$ cat src/rtl/apb_gpio_bridge.sv
// apb_gpio_bridge: APB slave that shadows GPIO registers and issues queued, gap-spaced GPIO command bytes
//   clk, rst (async, active-low)
//   PSEL/PENABLE/PWRITE/PADDR/PWDATA -> PRDATA/PREADY/PSLVERR : APB slave port
//   GPIO_CMD : command byte to the GPIO ([7:6] target, [5:0] payload, 8'hC0 = no-op)
//   GPIO_W/GPIO_DATA : pin value report from the GPIO, captured into PIN
module apb_gpio_bridge #(
    parameter int CMD_DEPTH = 4,
    parameter int CMD_GAP   = 2
) (
    input  logic        clk,
    input  logic        rst,
    input  logic        PSEL,
    input  logic        PENABLE,
    input  logic        PWRITE,
    input  logic [3:0]  PADDR,
    input  logic [31:0] PWDATA,
    output logic [31:0] PRDATA,
    output logic        PREADY,
    output logic        PSLVERR,
    output logic [7:0]  GPIO_CMD,
    input  logic        GPIO_W,
    input  logic [7:0]  GPIO_DATA
);
    localparam int AW = $clog2(CMD_DEPTH);
    localparam int CW = CMD_GAP > 1 ? $clog2(CMD_GAP) : 1;
    localparam logic [CW-1:0] GAP_LAST = CW'(CMD_GAP > 0 ? CMD_GAP - 1 : 0);
    localparam logic [7:0] NOP = 8'hC0;

    typedef enum logic {IDLE, GAP} state_t;

    state_t        state_q, state_d;
    logic [CW-1:0] cnt_q, cnt_d;
    logic [7:0]    cmd_d;
    logic [7:0]    mem [CMD_DEPTH];
    logic [AW-1:0] wptr, rptr;
    logic [AW:0]   count;
    logic          ctrl, valid;
    logic [5:0]    dir, port, pin;
    logic          access, is_ctrl, is_dir, is_port, is_pin, wr_ok, full, empty, push, pop;
    logic [7:0]    cmd_in;
    logic [31:0]   rd_mux;
    logic          unused_bits;

    assign unused_bits = ^{PWDATA[31:6], GPIO_DATA[7:6]};

    assign access  = PSEL & PENABLE;
    assign is_ctrl = PADDR == 4'h0;
    assign is_dir  = PADDR == 4'h4;
    assign is_port = PADDR == 4'h8;
    assign is_pin  = PADDR == 4'hC;
    assign wr_ok   = is_ctrl | is_dir | is_port;
    assign full    = count == (AW+1)'(CMD_DEPTH);
    assign empty   = count == '0;
    // The stall is driven by the registered count, so a pop in the same
    // cycle cannot release it; the push waits for the next PREADY=1 edge.
    assign push    = access & PWRITE & wr_ok & !full;
    assign PREADY  = !(access & PWRITE & wr_ok & full);
    assign PSLVERR = access & (PWRITE ? !wr_ok : !(wr_ok | is_pin));
    assign cmd_in  = is_ctrl ? {7'b0, PWDATA[0]} : {is_port ? 2'b10 : 2'b01, PWDATA[5:0]};
    assign rd_mux  = is_ctrl ? {31'b0, ctrl} :
                     is_dir  ? {26'b0, dir}  :
                     is_port ? {26'b0, port} :
                     is_pin  ? {24'b0, valid, 1'b0, pin} : 32'b0;
    assign PRDATA  = (access & !PWRITE) ? rd_mux : 32'b0;

    always_comb begin
        state_d = state_q;
        cnt_d   = cnt_q;
        cmd_d   = NOP;
        pop     = 1'b0;
        if (state_q == IDLE) begin
            if (!empty) begin
                cmd_d   = mem[rptr];
                pop     = 1'b1;
                cnt_d   = '0;
                state_d = CMD_GAP > 0 ? GAP : IDLE;
            end
        end else begin
            cnt_d = cnt_q + 1'b1;
            if (cnt_q == GAP_LAST) begin
                cnt_d   = '0;
                state_d = IDLE;
            end
        end
    end

    always_ff @(posedge clk or negedge rst) begin
        if (!rst) begin
            state_q  <= IDLE;
            cnt_q    <= '0;
            GPIO_CMD <= NOP;
        end else begin
            state_q  <= state_d;
            cnt_q    <= cnt_d;
            GPIO_CMD <= cmd_d;
        end
    end

    always_ff @(posedge clk) begin
        if (push) mem[wptr] <= cmd_in;
    end

    always_ff @(posedge clk or negedge rst) begin
        if (!rst) begin
            wptr  <= '0;
            rptr  <= '0;
            count <= '0;
            ctrl  <= 1'b0;
            dir   <= '0;
            port  <= '0;
            pin   <= '0;
            valid <= 1'b0;
        end else begin
            wptr  <= wptr + AW'(push);
            rptr  <= rptr + AW'(pop);
            count <= count + (AW+1)'(push) - (AW+1)'(pop);
            if (push && is_ctrl) begin
                ctrl <= PWDATA[0];
                // UART mode in the GPIO forces its DIR; mirror that here.
                if (PWDATA[0]) dir <= 6'b000010;
            end
            if (push && is_dir) dir <= PWDATA[5:0];
            if (push && is_port) port <= PWDATA[5:0];
            if (GPIO_W) begin
                pin   <= GPIO_DATA[5:0];
                valid <= 1'b1;
            end
        end
    end
endmodule

$ cat config.mk
export PLATFORM = sky130hd
export DESIGN_NAME = apb_gpio_bridge
export DESIGN_NICKNAME = d
export VERILOG_FILES = /design/src/rtl/apb_gpio_bridge.sv
export SDC_FILE = /design/constraint.sdc
export NUM_CORES = 1
export LEC_CHECK = 0
export ABC_AREA = 1
export CORE_MARGIN = 4
export CORE_UTILIZATION = 40
export CTS_BUF_LIST = sky130_fd_sc_hd__clkbuf_8 sky130_fd_sc_hd__clkbuf_16
export CTS_CLUSTER_DIAMETER = 150
export CTS_CLUSTER_SIZE = 40
export DETAILED_ROUTE_END_ITERATION = 6
export PLACE_DENSITY_LB_ADDON = 0.08
export SKIP_LAST_GASP = 1
export SYNTH_ARGS = -nofsm -noshare
export SYNTH_HDL_FRONTEND = slang
export SYNTH_SLANG_ARGS = --single-unit
$ cat constraint.sdc
create_clock -name clk -period 2.45 [get_ports clk]
set_input_delay 0.49 -clock clk [delete_from_list [all_inputs] [get_ports clk]]
set_output_delay 0.49 -clock clk [all_outputs]
set_load 0.05 [all_outputs]
Word level (Yosys, flattened, before mapping)
Memories as Yosys holds them, arrays and structs flattened.
Index checks and enable logic that the tools add are counted.
{"block": "word_totals", "regBits": 37, "mem_bits_rw": 32, "memories": 1, "inputBits": 50, "wordCells": 67}
{"block": "classes", "add_sub_neg": 5, "mux": 22, "reduce_logical": 13, "eq_ne": 5, "bitwise_logic": 10}
{"name": "mem", "depth": 4, "word_bits": 8, "read_ports": 1, "rd_ports_with_merged_regs": 0, "write_ports": 1, "line": "34", "text": "logic [7:0] mem [CMD_DEPTH];"}
{"op": "$mux W8", "n": 8}
{"op": "$mux W6", "n": 3}
{"op": "$mux W1", "n": 10}
{"op": "$eq A4 B4 Y1 const B", "n": 2}
{"op": "$and A1 B1 Y1", "n": 7}
{"op": "$logic_not A1 Y1", "n": 5}
{"op": "$add A2 B1 Y2", "n": 2}
{"op": "$eq A4 B3 Y1 const B", "n": 1}
{"op": "$logic_not A4 Y1", "n": 1}
{"op": "$reduce_bool A2 Y1", "n": 2}
{"op": "$add A3 B1 Y3", "n": 1}
{"op": "$eq A3 B3 Y1 const B", "n": 1}
{"op": "$logic_and A1 B1 Y1", "n": 3}
{"op": "$logic_not A3 Y1", "n": 1}
{"op": "$or A1 B1 Y1", "n": 3}
{"op": "$sub A3 B1 Y3", "n": 1}
{"op": "$mux W2", "n": 1}
{"op": "$ne A2 B2 Y1 const B", "n": 1}
{"op": "$reduce_and A2 Y1", "n": 1}
{"op": "$add A1 B1 Y1 const B", "n": 1}

Logic depth before layout (Yosys ltp)
Gate-level depths: netlist of run 1.
{"block": "depth", "depth_word": 8, "mapped_depth": 11, "depth_no_buf": 10}

Worst setup path before layout of run 1
OpenSTA, ideal clock, no wires.
{"block": "synth_timing", "path_type": "input -> output", "from": "input port PSEL", "to": "output port PRDATA[7]", "path_stages": 4, "t_required_ns": 1.960, "setup_slack_ns": -0.243, "arrival_time_ns": 2.203, "cell_sequence": "nand2_1 > nor2_1 > inv_1 > nor4_1"}
{"block": "synth_between", "elab_chain_len": 3}
{"item": "start: declaration", "line": "12", "text": "input logic PSEL,"}
{"item": "$and A1 B1 Y1", "line": "46", "text": "assign access = PSEL & PENABLE;"}
{"item": "$and A1 B1 Y1", "line": "64", "text": "assign PRDATA = (access & !PWRITE) ? rd_mux : 32'b0;"}
{"item": "$mux W8", "line": "64"}
{"item": "end: declaration", "line": "17", "text": "output logic [31:0] PRDATA,"}
Every way passes these cells.

Worst setup path in the final report of run 1
{"block": "layout_timing", "from": "input port PSEL", "to": "output port PRDATA[3]"}
The elaborated chain is that of the path after synthesis.

==> results list, run 1 <==
* First-pass GRT wire length: 10.5 mm
- The number of antenna diodes in the final layout is 0.
- Summing over every cut layer, the via total after detailed routing is 2,192.
- DRC violation count after routing: 0
- Startpoint-to-endpoint class of the critical path: primary input to output port
* CTS tree: yes
* Most common cell on crit path: sky130_fd_sc_hd__buf_4
- Util after Layout: 52.9%
* Startpoint types: primary input
- Post-DR vias/cell: 4.48
- Sorting the synthesized cells by area gives the leading types as sky130_fd_sc_hd__edfxtp_1 (30%), sky130_fd_sc_hd__dfrtp_1 (28%), sky130_fd_sc_hd__nand2_1 (8.8%), sky130_fd_sc_hd__buf_4 (5.9%), sky130_fd_sc_hd__nor2_1 (3.9%).
- Of the synthesized area, sequential elements account for 59.8%.
- Initial DRC Count: 76
* Synth top area share: 30.4%
- Most common cell after layout, fill and taps aside: sky130_fd_sc_hd__nand2_1
* Post-layout net count: 437
- Power Total: 3.41 mW
* Growth of design area from synthesis to finish: 28.7%
- Number of antenna violations at the first check in global routing: 0
- Headroom to the max-slew limit came out at 39.8%.
- Die extent in y: 96.9 um
- The floorplan step set the die width to 96.9 um.
- Power spread over the standard cell area amounts to 839 nW/um^2.
- At the pin with the least slew margin, the transition time is 0.902 ns.
* Non-filler instance count after layout: 489
- Number of I/O pins: 92
- The longest clock path from root to sink contains 2 buffers.
- Highest net fanout along the worst path: 6
- In this run, placement finished with an instance count of 472.
* Most frequent cells in the layout: sky130_fd_sc_hd__nand2_1 (73), sky130_fd_sc_hd__dfrtp_1 (35), sky130_fd_sc_hd__nor2_1 (32), sky130_fd_sc_hd__edfxtp_1 (32), sky130_fd_sc_hd__buf_4 (26)
- Buffers inserted during clock tree synthesis total 9.
- Pre-Repair DR Iteration Count: 4
- Post-synth design cell area: 3160 um^2
* Number of different library cells in the post-synthesis netlist: 33
* Worst path cell trace: clkdlybuf4s50_1 > nand2_1 > buf_4 > nor2_2 > inv_2 > a31oi_1 > buf_4 > buf_12
- Global router's overall resource usage: 14.2%
- Worst min path class: primary input to async pin
- At the later pin of the worst-skew pair, clock insertion delay measures 0.34 ns.
- Once placement finished, the instance area stood at 3830 um^2.
* Crit-path slowest cell: sky130_fd_sc_hd__clkdlybuf4s50_1
- The final layout contains routed wiring with a total length of 6.44 mm.
* Per-cell routed wire length: 13.2 um
* Time the worst path needs with I/O delays and setup: 2.32 ns
* Area of the core: 7690 um^2
- Worst vdd ir: 0.291 mV
* CTS H-tree lvls: 3
- Synthesis produced a netlist whose cell count is 311.
* Total number of yosys warnings: 0
- Worst endpoint required time: 1.96 ns
- CTS Hold Buffers Added: 0
- The average instance in the mapped netlist occupies 10.2 um^2.
- Total global routing overflow: 0
- CTS root buffer: sky130_fd_sc_hd__clkbuf_8
- Total setup violations reported at the end of the flow: 0
* Port buffer count: 38
- Static leakage: 1.81 nW
* Seq cells post-synth: 69
- Worst Clk Skew: 0.00864 ns
- Run status: completed
* Sinks on Clock Net: 69
- Static timing analysis puts the maximum clock frequency at 0.432 GHz.
* Largest stage delay on the critical path: 0.45 ns
- Total non-filler cell area in the finished layout: 4070 um^2
- The die covers 9390 um^2.
- Number of endpoints with negative hold slack in the final report: 0
- Count of nets left with antenna violations after detail routing: 0
- Entering global routing, the biggest net connects 38 pins.
* Data arrival, critical path: 1.83 ns
* Top cell type by total area after synthesis: sky130_fd_sc_hd__edfxtp_1
* Number of max-capacitance violations reported: 0
- Crit share post-route: 94.5%
* Post-DP HPWL: 4.48 mm
- In this run, synthesis inferred 32 flip-flops with an integrated enable.
- Clock-pin slew reported for the worst setup and hold paths after clock tree synthesis: 0.08 ns
- The final max-slew violation count was 0.
- In this run the core area contains 32 standard-cell rows.
- Layout cells sized above 1: 21.4%
* Setup repair after global routing missed its margin: false
- Among all flip-flop cells after synthesis, the most frequent one is sky130_fd_sc_hd__dfrtp_1.
* Async S/R FF share, synth: 53.6%
- Starting Density: 41.1%
- Number of global-route vias before repair: 2,162
- Gpl congestion: 0.795
- STA classifies the critical path endpoint as an output port.
==> synthesized netlist by cell type, types with 6 or more instances <==
cell type / number
sky130_fd_sc_hd__a21oi_1: 11
sky130_fd_sc_hd__buf_4: 25
sky130_fd_sc_hd__dfrtp_1: 35
sky130_fd_sc_hd__edfxtp_1: 32
sky130_fd_sc_hd__inv_1: 18
sky130_fd_sc_hd__inv_2: 7
sky130_fd_sc_hd__nand2_1: 74
sky130_fd_sc_hd__nand3_1: 9
sky130_fd_sc_hd__nor2_1: 33
sky130_fd_sc_hd__nor2_4: 6
sky130_fd_sc_hd__o21ai_0: 18
==> path summary, 6_finish.rpt <==
check                                         from             endpoint  slack, ns  depth (start not counted)
worst max register to register  count[2]$_DFF_PN0_   count[2]$_DFF_PN0_       0.39                          7
worst min register to register   valid$_DFFE_PN0P_    valid$_DFFE_PN0P_       0.45                          2
max in group asynchronous                      rst  port[2]$_DFFE_PN0P_       1.61                          1
worst min-delay path                           rst    state_q$_DFF_PN0_       0.28                          1
min in group clk                 valid$_DFFE_PN0P_    valid$_DFFE_PN0P_       0.45                          2
worst max-delay path                          PSEL            PRDATA[3]       0.13                          8
==> worst max-delay path: cells and delay by family <==
kind                   cells  cell delay, ns
AO/OA/AOI/OAI              1            0.19
buffers and inverters      5            0.95
AND/OR/NAND/NOR            2            0.17
==> state kept, by name (all words and copies together) (netlist names) <==
| signal | flops |
|---|---|
| cnt_q | 1 |
| GPIO_CMD | 8 |
| ctrl | 1 |
| rptr | 2 |
| port | 6 |
| dir | 6 |
| pin | 6 |
| state_q | 1 |
| valid | 1 |
| count | 3 |
| mem | 32 |
| wptr | 2 |
==> routing by layer <==
layer | track usage, % | share of wire (%) | up-vias | routed length [um]
met5 | 0 | 0 | - | 0
met4 | 5.83 | 1.1 | 0 | 74
met3 | 3.53 | 5.3 | 5 | 339
met2 | 23.4 | 48 | 57 | 3120
met1 | 17.8 | 45 | 1018 | 2910
li1 | - | - | 1112 | -
==> where the power goes <==
part / switching [mW] / internal, mW
registers: 0.118 / 1.37
clock network: 0.453 / 0.473
logic: 0.662 / 0.339
==> per-stage QoR <==
stage	setup slack, ns	setup TNS [ns]	hold slack, ns
floorplan	0.126	0	0.194
global placement	-0.0931	-0.504	0.438
detailed placement	-0.0946	-0.431	0.443
CTS	0.0215	0	0.291
global route	0.0570	0	0.352
finish	0.135	0	0.279
==> layout make-up <==
type                    instances  area (um^2)
multi-input cells             210         1070
clock buffers                   9          124
inverters                      26         97.6
flip-flops and latches         69         1890
well taps                     102          128
fillers                       710         3620
repair buffers                 66          686
clock inverters                 7         73.8
==> timing repair <==
action	4_1_cts	5_1_grt
pin swaps	1	8
buffers inserted	1	0
endpoints found under the setup margin	6	7
gates resized for setup	2	10
==> cells by family after synthesis <==
logic type | count (synthesis) | share of synthesized area, %
and+or+nand+nor | 135 | 19.6
DFF | 69 | 59.8
buffers and inverters | 56 | 9.98
AOI/OAI and AO/OA | 41 | 7.21
adders and majority gates | 5 | 2.22
xor gates and xnor gates | 4 | 1.11
other | 1 | 0.119
Power figures use the tool's default switching activity.
==> run 2, diff against run 1 <==
--- a/config.mk
+++ b/config.mk
@@ -12,6 +12,7 @@
 export CTS_CLUSTER_DIAMETER = 150
 export CTS_CLUSTER_SIZE = 40
 export DETAILED_ROUTE_END_ITERATION = 6
+export GPL_ROUTABILITY_DRIVEN = 0
 export PLACE_DENSITY_LB_ADDON = 0.08
 export SKIP_LAST_GASP = 1
 export SYNTH_ARGS = -nofsm -noshare
==> results of run 2 <==
Same layout as run 1: the final DEF is identical, and so are final timing and power.
==> run 3, diff against run 2 <==
--- a/config.mk
+++ b/config.mk
@@ -13,8 +13,10 @@
 export CTS_CLUSTER_SIZE = 40
 export DETAILED_ROUTE_END_ITERATION = 6
 export GPL_ROUTABILITY_DRIVEN = 0
+export MAX_ROUTING_LAYER = met4
 export PLACE_DENSITY_LB_ADDON = 0.08
 export SKIP_LAST_GASP = 1
+export SLEW_MARGIN = 20
 export SYNTH_ARGS = -nofsm -noshare
 export SYNTH_HDL_FRONTEND = slang
 export SYNTH_SLANG_ARGS = --single-unit
==> constraint.sdc (replaced) <==
create_clock -name clk -period 2.45 [get_ports clk]
set_input_delay 0.3675 -clock clk [delete_from_list [all_inputs] [get_ports clk]]
set_output_delay 0.3675 -clock clk [all_outputs]
set_load 0.05 [all_outputs]
==> run 3 against run 2 <==
Net effect: die area did not move; power rose by 1.5%; final cell count fell by 3.1%; critical path depth fell by 1; design area fell by 3.1%; first-iteration DRC count fell by 12%; sequential cell count did not move; sequential power barely moved; count of clock-buffer cells in the layout rose by 1; via count fell by 0.96%; critical path type unchanged; largest power group unchanged; highest routed layer unchanged.
==> results list, run 3 (synthesized netlist as in run 1, its figures left out) <==
- The routed via count divided by cell count came to 4.58 (+2.2%).
- Total non-filler cell area in the finished layout: 3940 um^2 (-3.1%)
- Total global routing overflow: 0 (unchanged)
- Port buffer count: 38 (unchanged)
* Initial DRC Count: 67 (-12%)
* Largest stage delay on the critical path: 0.47 ns (+0.02 ns)
* Filler cells: 725 (+2.1%)
- Inserted Diodes: 0 (unchanged)
* Time the worst path needs with I/O delays and setup: 2.31 ns (-0.00440 ns)
- Core Rows: 32 (unchanged)
- Static leakage: 1.72 nW (-4.7%)
- The count of buffer and inverter cells on the critical path is 2 (-3).
* Die area: 9390 um^2 (unchanged)
* CTS tree: yes
- Worst Clk Skew: 0.00657 ns (-0.00206 ns)
- Clock latency reported for the late side of the worst-skew pair: 0.33 ns (about the same)
* Power Total: 3.46 mW (+1.5%)
* Number of I/O pins: 92 (unchanged)
- The number of antenna violations at the first check in global routing came to 0 (unchanged).
* Final-layout setup total negative slack: 0 ns (unchanged)
- The final routed DRC violation total is 0 (unchanged).
* Worst path top cell family by delay: buffers and inverters
- CTS Hold Buffers Added: 0 (unchanged)
- The setup violation total in the final timing report came to 0 (unchanged).
- Clock tree synthesis selected as its root buffer the cell sky130_fd_sc_hd__clkbuf_8.
- Clock-pin slew reported for the worst setup and hold paths after clock tree synthesis: 0.07 ns (about the same)
- Worst min path class: primary input to async pin
* Clock buffer count from CTS: 9 (unchanged)
- The library cell used most frequently in the layout, excluding fill and tap cells, is sky130_fd_sc_hd__nand2_1.
- Worst vdd ir: 0.261 mV (-10%)
* PwrDens: 879 nW/um^2 (+4.7%)
* Area after detailed placement: 3720 um^2 (-2.9%)
- Width of the die: 96.9 um (unchanged)
* Most flop-heavy register: mem
* Highest net fanout along the worst path: 8 (+2)
* Per-cell routed wire length: 13.2 um (+0.19%)
* Post-DP HPWL: 4.46 mm (-0.50%)
* Overall via count from detail_route: 2,171 (-0.96%)
- The pin count of the biggest net entering global routing was 38 (unchanged).
- Transition time at the pin with the least slew margin: 0.853 ns (-0.0497 ns)
* Growth of design area from synthesis to finish: 24.7%
- The fraction of final layout cells sized beyond drive strength 1 was 16.1% (-5.3 points).
* Max transition margin: 43.2% (+3.3 points)
- The largest registers in the layout are mem x32, GPIO_CMD x8.
* Number of max-capacitance violations reported: 0 (unchanged)
* Startpoint-to-endpoint class of the critical path: primary input to output port
- Die extent in y: 96.9 um (unchanged)
- The peak clock frequency supported by timing came to 0.433 GHz (+0.19%).
- The flow ran to the end, and the final reports show no timing, DRC or antenna violations.
- The first-pass GRT wire length came to 10.6 mm (+0.79%).
- The number of global-route vias before repair is 2,184 (+1.0%).
* Resized cells post-CTS: 0 (-2)
- The number of sinks handled by clock tree synthesis was 69 (unchanged).
* Crit share post-route: 94.3% (-0.18 points)
- Setup bufs post-CTS: 0 (-1)
* Startpoint types: primary input
- Final-report max-slew violation count: 0 (unchanged)
- The total number of nets in the final design was 422 (-3.4%).
- Data arrival, critical path: 1.94 ns (+0.11 ns)
* Met2 Wirelength: 3.14 mm (+0.64%)
* Worst endpoint required time: 2.08 ns (+0.12 ns)
- Buffer depth of the longest clock path: 2 (unchanged)
* Final routed wirelength across all metal layers: 6.26 mm (-2.9%)
- Routed length on met3: 337 um (-0.59%)
* Starting Density: 41.1% (unchanged)
- Length of routed wiring on met1: 2.69 mm (-7.7%)
- Among all stages on the critical path, the largest delay is contributed by sky130_fd_sc_hd__clkdlybuf4s50_1.
- Top sig layer: met4
- The number of nets with antenna violations after detailed routing is 0 (unchanged).
- Most frequent cells in the layout: sky130_fd_sc_hd__nand2_1 (74), sky130_fd_sc_hd__dfrtp_1 (35), sky130_fd_sc_hd__nor2_1 (33)
- Counting stages on the worst path, the most repeated cell is sky130_fd_sc_hd__nor2_4.
* Max reg flops: 32 (unchanged)
* Count of placed standard cells including taps: 458 (-3.0%)
* Area of the core: 7690 um^2 (unchanged)
- The non-filler instance count after layout came to 474 (-3.1%).
- Setup repair after global routing missed its margin: false
- The number of hold-slack violations in the final timing report came to 0 (unchanged).
* Global router's overall resource usage: 14.6% (+0.43 points)
* Worst path cell trace: clkdlybuf4s50_1 > nor2_4 > nand2_2 > nor2_4 > nand2_1 > a31oi_1 > buf_12
- Kind of end point of the critical path: output port
* CTS H-tree lvls: 3 (unchanged)
- The iteration count of the initial detailed-routing pass came to 4 (unchanged).
==> run 3: final cells by class <==
class / count / area, um^2 / area share (%)
Clock buffer: 10 / 138 / 3.49
Clock inverter: 6 / 80.1 / 2.03
Inverter: 26 / 97.6 / 2.48
Multi-Input combinational cell: 210 / 1050 / 26.5
Sequential cell: 69 / 1890 / 47.9
Tap cell: 102 / 128 / 3.24
Timing Repair Buffer: 51 / 563 / 14.3
==> run 3: power by group <==
part | switching, mW | total, mW | internal [mW]
Sequential | 0.139 | 1.51 | 1.37
Combinational | 0.623 | 0.945 | 0.321
Clock | 0.419 | 1.01 | 0.592
Total | 1.18 | 3.46 | 2.28
==> run 3: layer usage <==
layer | track usage (%) | vias up
li1 | - | 1086
met1 | 17.9 | 1011
met4 | 6.16 | 0
met2 | 23.6 | 65
met3 | 3.03 | 9
met5 | - | -
==> run 3: stage by stage <==
| stage | hold WS [ns] | worst slack [ns] | util (%) |
|---|---|---|---|
| 2_1_floorplan | 0.0719 | 0.00179 | - |
| 3_3_place_gp | 0.425 | 0.0263 | 48.4 |
| 3_5_place_dp | 0.451 | 0.0130 | 48.4 |
| 4_1_cts | 0.172 | 0.131 | 51.3 |
| 5_1_grt | 0.204 | 0.0196 | 51.3 |
| 6_report | 0.135 | 0.139 | 51.3 |
==> run 3: final timing paths <==
kind                       slack (ns)                     to  cells after the start               start
min in group clk                 0.46      valid$_DFFE_PN0P_                      2   valid$_DFFE_PN0P_
max in group asynchronous        1.77     dir[3]$_DFFE_PN0P_                      1                 rst
min reg2reg                      0.46      valid$_DFFE_PN0P_                      2   valid$_DFFE_PN0P_
max                              0.14              PRDATA[1]                      7            PADDR[1]
min                              0.14  GPIO_CMD[3]$_DFF_PN0_                      1                 rst
max reg2reg                      0.42     count[2]$_DFF_PN0_                      7  count[2]$_DFF_PN0_
